[config.mk]
export PLATFORM = sky130hd
export DESIGN_NAME = mem_stage
export DESIGN_NICKNAME = d
export VERILOG_FILES = /design/src/rtl/mem_stage.sv
export SDC_FILE = /design/constraint.sdc
export NUM_CORES = 1
export LEC_CHECK = 0
export CELL_PAD_IN_SITES_DETAIL_PLACEMENT = 1
export CELL_PAD_IN_SITES_GLOBAL_PLACEMENT = 1
export CORE_MARGIN = 2
export CORE_UTILIZATION = 30
export DETAILED_ROUTE_END_ITERATION = 7
export PLACE_DENSITY = 0.84
export SETUP_SLACK_MARGIN = 0.3
export SYNTH_ARGS = -nofsm -noshare
export SYNTH_HDL_FRONTEND = slang
export SYNTH_SLANG_ARGS = --single-unit
[constraint.sdc]
create_clock -name clk -period 3.74 [get_ports clk]
set_input_delay 0.374 -clock clk [delete_from_list [all_inputs] [get_ports clk]]
set_output_delay 0.374 -clock clk [all_outputs]
set_load 0.03 [all_outputs]
[src/rtl/mem_stage.sv]
// ============================================================================
// Module      : mem_stage
// Description : Pipeline memory stage - data-cache access, miss stall,
//               load alignment/extension and registered writeback result.
// Revision    : 1.0 - initial release
// ============================================================================
`default_nettype none

module mem_stage #(
    parameter int WORD_SIZE = 32,
    parameter int ROB_ID_W  = 7
) (
    input  logic                 clk,
    input  logic                 reset,
    input  logic [1:0]           instruction_type,
    input  logic [WORD_SIZE-1:0] pc,
    input  logic [2:0]           funct3,
    input  logic [WORD_SIZE-1:0] aluResult,
    input  logic [WORD_SIZE-1:0] s2,
    input  logic [ROB_ID_W-1:0]  rob_id,
    input  logic                 valid,
    output logic                 stall,
    output logic                 dc_req,
    output logic                 dc_we,
    output logic [WORD_SIZE-1:0] dc_addr,
    output logic [WORD_SIZE-1:0] dc_wdata,
    output logic [3:0]           dc_be,
    input  logic [WORD_SIZE-1:0] dc_rdata,
    input  logic                 dc_ack,
    output logic                 wb_valid,
    output logic [ROB_ID_W-1:0]  wb_rob_id,
    output logic [WORD_SIZE-1:0] wb_pc,
    output logic [WORD_SIZE-1:0] wb_result,
    output logic                 wb_exc,
    output logic [31:0]          stall_cycles
);

    typedef enum logic [0:0] {
        ST_IDLE = 1'b0,
        ST_WAIT = 1'b1
    } state_t;

    state_t                 state_q, state_d;
    logic                   wb_valid_q, wb_valid_d;
    logic [ROB_ID_W-1:0]    wb_rob_id_q, wb_rob_id_d;
    logic [WORD_SIZE-1:0]   wb_pc_q, wb_pc_d;
    logic [WORD_SIZE-1:0]   wb_result_q, wb_result_d;
    logic                   wb_exc_q, wb_exc_d;
    logic [31:0]            stall_cnt_q, stall_cnt_d;

    logic                   w_mem_op;
    logic                   w_is_store;
    logic                   w_mis_addr;
    logic                   w_misaligned;
    logic                   w_req;
    logic                   w_stall;
    logic                   w_complete;
    logic [1:0]             w_off;
    logic [WORD_SIZE-1:0]   w_byte_sh;
    logic [WORD_SIZE-1:0]   w_half_sh;
    logic [WORD_SIZE-1:0]   w_load_data;
    logic [WORD_SIZE-1:0]   w_wdata;
    logic [3:0]             w_be;

    always_comb begin
        w_off        = aluResult[1:0];
        w_is_store   = (instruction_type == 2'd2);
        w_mem_op     = valid && ((instruction_type == 2'd1) || w_is_store);

        case (funct3)
            3'd1, 3'd5: w_mis_addr = w_off[0];
            3'd2:       w_mis_addr = |w_off;
            default:    w_mis_addr = 1'b0;
        endcase

        w_misaligned = w_mem_op && w_mis_addr;
        w_req        = w_mem_op && !w_mis_addr;
        w_stall      = w_req && !dc_ack;
        w_complete   = valid && (!w_mem_op || w_misaligned || dc_ack);

        // Bring the addressed lane down to bit 0 before extension
        w_byte_sh = dc_rdata >> {w_off, 3'b000};
        w_half_sh = dc_rdata >> {w_off[1], 4'b0000};
        case (funct3)
            3'd0:    w_load_data = {{24{w_byte_sh[7]}}, w_byte_sh[7:0]};
            3'd1:    w_load_data = {{16{w_half_sh[15]}}, w_half_sh[15:0]};
            3'd4:    w_load_data = {24'd0, w_byte_sh[7:0]};
            3'd5:    w_load_data = {16'd0, w_half_sh[15:0]};
            default: w_load_data = dc_rdata;
        endcase

        case (funct3[1:0])
            2'd0: begin
                w_wdata = {4{s2[7:0]}};
                w_be    = 4'b0001 << w_off;
            end
            2'd1: begin
                w_wdata = {2{s2[15:0]}};
                w_be    = 4'b0011 << w_off;
            end
            default: begin
                w_wdata = s2;
                w_be    = 4'hF;
            end
        endcase
        if (!w_is_store) begin
            w_be = 4'h0;
        end
    end

    always_comb begin
        state_d = state_q;
        case (state_q)
            ST_IDLE: if (w_req && !dc_ack) state_d = ST_WAIT;
            ST_WAIT: if (!w_req || dc_ack) state_d = ST_IDLE;
            default: state_d = ST_IDLE;
        endcase

        wb_valid_d  = w_complete;
        wb_rob_id_d = wb_rob_id_q;
        wb_pc_d     = wb_pc_q;
        wb_result_d = wb_result_q;
        wb_exc_d    = wb_exc_q;
        if (w_complete) begin
            wb_rob_id_d = rob_id;
            wb_pc_d     = pc;
            wb_exc_d    = w_misaligned;
            if (w_misaligned || w_is_store) begin
                wb_result_d = '0;
            end else if (w_mem_op) begin
                wb_result_d = w_load_data;
            end else begin
                wb_result_d = aluResult;
            end
        end

        stall_cnt_d = stall_cnt_q;
        if (w_stall && (stall_cnt_q != 32'hFFFF_FFFF)) begin
            stall_cnt_d = stall_cnt_q + 32'd1;
        end
    end

    always_ff @(posedge clk or posedge reset) begin
        if (reset) begin
            state_q     <= ST_IDLE;
            wb_valid_q  <= 1'b0;
            wb_rob_id_q <= '0;
            wb_pc_q     <= '0;
            wb_result_q <= '0;
            wb_exc_q    <= 1'b0;
            stall_cnt_q <= '0;
        end else begin
            state_q     <= state_d;
            wb_valid_q  <= wb_valid_d;
            wb_rob_id_q <= wb_rob_id_d;
            wb_pc_q     <= wb_pc_d;
            wb_result_q <= wb_result_d;
            wb_exc_q    <= wb_exc_d;
            stall_cnt_q <= stall_cnt_d;
        end
    end

    assign stall        = w_stall;
    assign dc_req       = w_req;
    assign dc_we        = w_is_store;
    assign dc_addr      = {aluResult[WORD_SIZE-1:2], 2'b00};
    assign dc_wdata     = w_wdata;
    assign dc_be        = w_be;
    assign wb_valid     = wb_valid_q;
    assign wb_rob_id    = wb_rob_id_q;
    assign wb_pc        = wb_pc_q;
    assign wb_result    = wb_result_q;
    assign wb_exc       = wb_exc_q;
    assign stall_cycles = stall_cnt_q;

endmodule

`default_nettype wire

Word level (Yosys, flattened, before mapping):

Cells that the tools add are included.

* mux-type cells: 7
* shifts and indexed selects: 4
* add/subtract/negate cells: 1
* reduce and logical (&&, ||, !) cells: 17
* equality and inequality tests: 8

Operator list (number)
* $pmux W32 S4: 1
* $mux W32: 2
* $pmux W32 S2: 1
* $add A32 B1 Y32 const B: 1
* $ne A32 B32 Y1 const B: 1
* $shr A32 B5 Y16: 1
* $shr A32 B5 Y8: 1
* $pmux W4 S2: 1
* $eq A3 B3 Y1 const B: 2
* $logic_and A1 B1 Y1: 6
* $eq A2 B1 Y1 const B: 2
* $logic_or A1 B1 Y1: 4
* $mux W4: 1
* $reduce_or A2 Y1: 2
* $shl A1 B2 Y4 const A: 1
* $shl A2 B2 Y4 const A: 1
* $eq A3 B1 Y1 const B: 1
* $eq A3 B2 Y1 const B: 1
* $logic_not A1 Y1: 3
* $logic_not A3 Y1: 1
* $eq A2 B2 Y1 const B: 1
* $logic_not A2 Y1: 1
* $pmux W1 S2: 1

* bits of input ports: 144
* register bits after elaboration: 105

Longest topological paths before layout:

Gate-level depths: netlist of the first run.

* depth in word-level cells: 7
* mapped depth: 9
* mapped depth without buffers: 7

Worst setup path after synthesis of the first run:

No wires, ideal clock.

* path type: input to output
* start: input aluResult[1]
* end: output dc_be[3]
* buffers on the path: 3
* setup slack: 1.469 ns
* required time: 3.366 ns
* stages on the path: 5
* arrival: 1.897 ns
* cells stage by stage: buf_6 > clkbuf_1 > buf_1 > o21ai_0 > a21boi_0

* cells in the longest elaborated chain, start to end: 3

RTL lines
* from (decl): line 18 `input logic [WORD_SIZE-1:0] aluResult,`
* $shl A2 B2 Y4 or $shl A1 B2 Y4 (tied branches): line 99, 95
* $pmux W4 S2 (*): line 92 `case (funct3[1:0])`
* $mux W4 (*): line 106 `if (!w_is_store) begin`
* to (decl): line 27 `output logic [3:0] dc_be,`

Every way passes the cells marked *; elsewhere a longest branch is shown, timed or not.

Worst setup path in the final report of the first run:

* start: input aluResult[0]
* end: output dc_req

* cells in the longest elaborated chain, start to end: 4

RTL lines
* $reduce_or A2 Y1: line 72 `3'd2: w_mis_addr = |w_off;`
* $pmux W1 S2 (*): line 70 `case (funct3)`
* $logic_not A1 Y1 (*): line 77 `w_req = w_mem_op && !w_mis_addr;`
* $logic_and A1 B1 Y1 (*): line 77
* to (decl): line 23 `output logic dc_req,`

Marks and branches as above.

==> flow_metrics.py, run 1 <==
metrics = {
    "global_route": {
        "gr-total-overflow": 0,
        "track_usage_pct": 20.9,
        "grt_max_degree": 43,
        "grt_antenna_before_repair": 1,
        "grt_pass1_vias": 6032,
        "grt_pass1_wl_um": 35200,
    },
    "cts": {
        "h-tree-depth": 3,
        "root_buffer": "clkbuf_16",
        "numCtsBuffers": 9,
        "cts_tree": "yes",
        "cts.sinks": 105,
        "clk_latency_ns": 0.35,
        "clockBufferDepth": 2,
        "clk_pin_slew_ns": 0.07,
        "cts_setup_buffers": 0,
        "postCtsHoldBufs": 0,
        "cts_resized": 0,
    },
    "floorplan": {
        "start_util_pct": 30.6,
        "core_area_sq_um": 20300,
        "row_count": 52,
        "dieArea_sq_um": 21900,
        "die_h_um": 148,
        "ios": 320,
        "die_w_um": 148,
    },
    "route": {
        "drt-pass1-iter-count": 4,
        "vias": 5672,
        "drc_errors": 0,
        "viasPerCell": 5.04,
        "drt_wl_total_um": 23500,
        "final_antenna_net_count": 0,
        "post_drt_wl_per_cell_um": 20.9,
        "drtIter0Drc": 236,
    },
    "setup_path": {
        "crit_fanout": 12,
        "cp_data_arrival_time_ns": 2.41,
        "required_ns": 3.37,
        "critPathLaunchType": "input pin",
        "reg2reg_setup_slack_ns": 1.12,
        "endpoint_kind": "output pin",
        "critical_path_class": "in2out",
    },
    "logic_synthesis": {
        "ys_seq_area_share_pct": 42.3,
        "synth_seq_cells": 105,
        "syn_area_sq_um": 6210,
        "synth.distinct_cells": 60,
        "syn_inst": 586,
        "syn_area_per_cell_sq_um": 10.6,
        "synth-main-ff-cell": "dfrtp_1",
        "synth-edff-count": 0,
        "synthArstFlopShare_pct": 100,
        "yosysWarnings": 0,
    },
    "timing": {
        "hold_ws_ns": 0.401,
        "min_period_over_period_pct": 74.4,
        "post-route-min-period_ns": 2.78,
        "slew_viol_final": 0,
        "rsz0062_at_grt": "false",
        "worst_slew_pin_slew_ns": 0.932,
        "fin_tns_setup_ns": 0,
        "fmax_ghz": 0.359,
        "fin_skew_ns": 0.0121,
        "maxSlewHeadroom_pct": 37.9,
        "setup-violations-final": 0,
        "hold_viol": 0,
    },
    "final_layout": {
        "synthToLayoutAreaGrowth_pct": 55.0,
        "drive_gt1_share_pct": 12.6,
        "fillers": 2233,
        "fin_util_pct": 47.4,
        "fin_nets": 996,
    },
    "worst_hold_path": {
        "hp-class": "in2async",
    },
    "job": {
        "drv_cap": 0,
    },
    "place": {
        "dp_hpwl_um": 18500,
        "portBuffers": 317,
        "gp_congestion": 0.834,
    },
    "run_status": {
        "status": "finished clean",
    },
    "pwr": {
        "vdd_drop_max_mv": 0.223,
        "p_per_area_nw_per_um2": 380,
        "p_leak_nw": 4.02,
    },
}
==> final cells by class <==
type	count	area [sq um]	area share (%)
Clock buffer	11	233	2.42
Sequential cell	105	2630	27.3
Tap cell	270	338	3.51
Clock inverter	4	52.6	0.546
Inverter	15	58.8	0.611
Multi-Input combinational cell	389	3040	31.5
Antenna cell	1	2.50	0.0260
Timing Repair Buffer	330	3280	34.0
==> kinds of logic after synthesis <==
group           share of synthesized area [%]
simple gates                             15.4
xor+xnor                                 4.23
mux                                      15.8
other cells                            0.0604
buf+inv                                  9.11
flops                                    42.3
compound gates                           12.7
fa+ha+maj                               0.403
==> flip-flops by register name, summed over array words and instances (netlist names) <==
name and count:
wb_valid 1, wb_rob_id 7, wb_result 32, wb_exc 1, stall_cycles 32, wb_pc 32
==> cell usage after synthesis (3+ instances only) <==
master,n,area (sq um)
buf_6,6,67.6
o2bb2ai_1,6,52.6
and2_1,8,50.1
or3_1,4,25.0
xor2_1,7,61.3
and4_1,4,35.0
and3_1,5,31.3
nand3b_1,3,22.5
clkbuf_1,17,63.8
buf_2,11,55.1
a21oi_1,14,70.1
o221ai_1,6,52.6
inv_1,14,52.6
o22ai_1,6,37.5
nand2_1,45,169
mux2i_1,10,100
mux2_2,27,304
a211oi_1,5,37.5
nand3_1,41,205
o21ai_0,23,115
o21a_1,3,22.5
nor2_1,20,75.1
nand4_1,18,113
a221oi_1,5,43.8
dfrtp_1,105,2630
mux2_4,36,541
a22o_1,24,210
xnor2_1,23,201
a32o_1,3,30.0
nand2b_1,5,31.3
nor2b_1,3,18.8
buf_4,42,315
==> cells in the final DEF, fill, tap and decap left out, types with 3 or more instances in the layout <==
cell type        count
dfrtp_1            105
nand2_1             45
o21ai_0             23
or3_1                4
and3_1               5
buf_4               13
mux2i_1             10
and2_1               8
nand2b_1             3
clkdlybuf4s50_1    315
o21a_1               3
xor2_1               7
xnor2_1             23
a22o_1              24
nand3_1             41
clkbuf_16            9
nand3b_1             3
o221ai_1             6
a32o_1               3
nand4_1             18
a221oi_1             5
a211oi_1             5
and4_1               4
nor2_1              20
o2bb2ai_1            6
a21oi_1             13
o22ai_1              6
mux2_2              27
inv_1               13
mux2_4              36
==> critical path, stage by stage <==
cell and delay (ns):
clkdlybuf4s50_1 0.66, nor2_2 0.34, o311a_1 0.32, clkdlybuf4s50_1 0.71
==> per-stage QoR <==
step / setup WS (ns) / cells / area (sq um) / power, mW
after floorplan: 0.605 / 587 / 6210 / 2.11
after global placement: 0.844 / 1109 / 9340 / 2.71
after detailed placement: 0.756 / 1109 / 9340 / 2.73
after CTS: 0.921 / 1124 / 9620 / 3.71
after global routing: 0.824 / 1125 / 9620 / 3.82
final: 0.957 / 1125 / 9620 / 3.66
==> report_power, final <==
part,switching (mW),leakage [nW],total [mW],internal (mW)
Clock,0.436,0.140,0.957,0.521
Combinational,0.717,2.55,1.35,0.629
Sequential,0.0974,1.33,1.36,1.26
==> final timing paths <==
check	end	startpoint	cells past startpoint
worst max-delay path	dc_req	aluResult[0]	4
worst min-delay path	wb_rob_id[0]	reset	2
worst max register to register	stall_cycles[1]	stall_cycles[8]	5
worst min register to register	wb_result[7]	wb_result[7]	1
max in group asynchronous	wb_rob_id[1]	reset	3
min in group clk	wb_result[7]	wb_result[7]	1
==> layer usage <==
layer | vias up | routed length [um] | GRT usage (%)
li1 | 2615 | - | -
met3 | 19 | 1960 | 6.02
met4 | 0 | 302 | 5.14
met5 | - | 0 | 0
met2 | 251 | 11800 | 36.9
met1 | 2787 | 9430 | 25.2
Note: power is estimated with default switching activity, not from simulation.
==> run 2, diff against run 1 <==
--- a/config.mk
+++ b/config.mk
@@ -8,9 +8,9 @@
 export CELL_PAD_IN_SITES_DETAIL_PLACEMENT = 1
 export CELL_PAD_IN_SITES_GLOBAL_PLACEMENT = 1
 export CORE_MARGIN = 2
-export CORE_UTILIZATION = 30
+export CORE_UTILIZATION = 27
 export DETAILED_ROUTE_END_ITERATION = 7
-export PLACE_DENSITY = 0.84
+export PLACE_DENSITY = 0.8
 export SETUP_SLACK_MARGIN = 0.3
 export SYNTH_ARGS = -nofsm -noshare
 export SYNTH_HDL_FRONTEND = slang
==> constraint.sdc (replaced) <==
create_clock -name clk -period 2.3 [get_ports clk]
set_input_delay 0.23 -clock clk [delete_from_list [all_inputs] [get_ports clk]]
set_output_delay 0.23 -clock clk [all_outputs]
set_load 0.03 [all_outputs]
==> run 2 against run 1 <==
Effect of this change:
- routed wire length rose by 0.84%
- combinational power rose by 67%
- sequential power rose by 63%
- final area rose by 5.0%
- global-route usage fell by 1.9 points
- flip-flop and latch count did not move
- utilization fell by 2.8 points
- die area rose by 11%
- critical path type is now in2reg
- largest cell class unchanged
==> flow_metrics.py, run 2 (synthesis results as in run 1) <==
metrics = {
    "global_route": {
        "track_usage_pct": 19.0,
        "grt_pass1_wl_um": 35800,
        "grt_antenna_before_repair": 0,
        "grt_max_degree": 56,
        "grt_pass1_vias": 6234,
        "gr-total-overflow": 0,
    },
    "setup_path": {
        "rr_endpoint": "stall_cycles[31]",
        "reg2reg_setup_slack_ns": 0.39,
        "crit_slowest_cell": "mux4_2",
        "cpPeakStageDelay_ns": 0.55,
        "crit_fanout": 5,
        "critical-path-top-delay-family": "compound AO/OA/AOI/OAI gates",
        "endpoint_kind": "flip-flop",
        "cp_data_arrival_time_ns": 2.20,
        "cp.depth": 6,
        "critPathLaunchType": "input pin",
        "ff2ff_path_depth": 5,
        "required_ns": 2.55,
        "cp_num_buf_inv": 2,
        "timing.rr.start": "stall_cycles[12]",
        "critical_path_class": "in2reg",
        "crit_start": "aluResult[1]",
        "path_cells": "clkdlybuf4s50_1, buf_6, mux4_2, nor2b_4, a2111o_1, a32o_1",
    },
    "route": {
        "final_antenna_net_count": 0,
        "post_drt_wl_per_cell_um": 20.0,
        "drc_errors": 0,
        "vias": 5833,
        "drt_wl_total_um": 23700,
        "drtIter0Drc": 337,
        "drt-pass1-iter-count": 5,
        "viasPerCell": 4.93,
    },
    "cts": {
        "clockBufferDepth": 2,
        "h-tree-depth": 3,
        "cts_tree": "yes",
        "clk_pin_slew_ns": 0.07,
        "root_buffer": "clkbuf_16",
        "postCtsHoldBufs": 0,
        "numCtsBuffers": 9,
        "clk_latency_ns": 0.36,
        "cts.sinks": 105,
    },
    "final_layout": {
        "drive_gt1_share_pct": 19.3,
        "synthToLayoutAreaGrowth_pct": 62.8,
        "final_cells": 1183,
        "fin_util_pct": 44.6,
        "layout_commonest_cell": "clkdlybuf4s50_1",
        "fin_nets": 1039,
        "antenna_cells": 0,
        "fillers": 2468,
        "seq_area_sq_um": 2630,
        "multi_input_area_sq_um": 3080,
        "final_area_sq_um": 10100,
        "most-common-layout-cells": "294 x clkdlybuf4s50_1, 103 x dfrtp_1, 56 x buf_4",
    },
    "place": {
        "placed_cell_area_sq_um": 9700,
        "portBuffers": 317,
        "dp_hpwl_um": 18600,
        "gp_congestion": 0.831,
        "placed_cells": 1160,
    },
    "job": {
        "drv_cap": 0,
    },
    "worst_hold_path": {
        "hp-class": "in2async",
    },
    "floorplan": {
        "core_area_sq_um": 22600,
        "ios": 320,
        "start_util_pct": 27.4,
        "row_count": 55,
        "dieArea_sq_um": 24200,
        "die_h_um": 156,
        "die_w_um": 156,
    },
    "timing": {
        "fmax_ghz": 0.511,
        "hold_viol": 0,
        "fin_skew_ns": 0.0120,
        "maxSlewHeadroom_pct": 55.2,
        "rsz0062_at_grt": "true",
        "slew_viol_final": 0,
        "fin_tns_setup_ns": 0,
        "post-route-min-period_ns": 1.96,
        "min_period_over_period_pct": 85.1,
        "setup-violations-final": 0,
        "worst_slew_pin_slew_ns": 0.672,
    },
    "run_status": {
        "status": "finished clean",
    },
    "pwr": {
        "p_leak_nw": 4.31,
        "power_mw": 6.00,
        "p_per_area_nw_per_um2": 594,
        "vdd_drop_max_mv": 0.327,
    },
}
[run 2: cell count changes in the layout (fill, tap and decap cells not counted), moves of 4 or more]
cell             previous run  this run
clkdlybuf4s50_1           315       294
buf_12                      1        11
buf_4                      13        56
buf_6                       0         4
dlygate4sd2_1               0         5
[run 2: report_power, final]
group / internal, mW / total [mW] / switching [mW]
Combinational: 1.08 / 2.26 / 1.18
Sequential: 2.05 / 2.21 / 0.164
Clock: 0.751 / 1.52 / 0.770
[run 2: stage by stage]
stage / hold slack, ns / setup slack, ns
floorplan: 0.379 / 0.303
global placement: 0.476 / -0.0428
detailed placement: 0.478 / -0.0851
CTS: 0.350 / 0.300
global route: 0.369 / 0.288
finish: 0.326 / 0.344
[run 2: layer usage]
| layer | track usage (%) | wire length [um] | part of all wire [%] | up-vias |
|---|---|---|---|---|
| met1 | 22.7 | 9610 | 41 | 2870 |
| met5 | 0 | 0 | 0 | - |
| met2 | 33.6 | 12000 | 50 | 243 |
| met3 | 5.69 | 1790 | 7.5 | 18 |
| li1 | - | - | - | 2702 |
| met4 | 4.33 | 341 | 1.4 | 0 |
[run 2: area by class of cell]
class,instances,area share (%)
timing repair buffer,373,36.7
multi-input combinational,389,30.5
sequential,105,26.0
tap,285,3.53
clock buffer,10,2.27
inverter,15,0.594
clock inverter,6,0.470
[run 2: worst reg2reg max path: cells and delay by family, from the launching register on]
family / cells / cell delay, ns
simple gates: 4 / 1.25
xor+xnor: 1 / 0.16
flops: 1 / 0.42
[run 2: worst max path at each step]
stage | endpoint | slack, ns
after global routing | wb_pc[29] | 0.29
after CTS | dc_req | 0.30
after detailed placement | wb_result[22] | -0.09
after global placement | wb_result[8] | -0.04
final | wb_result[8] | 0.34
after floorplan | wb_pc[10] | 0.30
[run 2: what timing repair did]
item / CTS / global route
buffers inserted: 2 / 5
pin swaps: 1 / 2
resized for setup: 8 / 13
setup endpoints to repair: 15 / 22
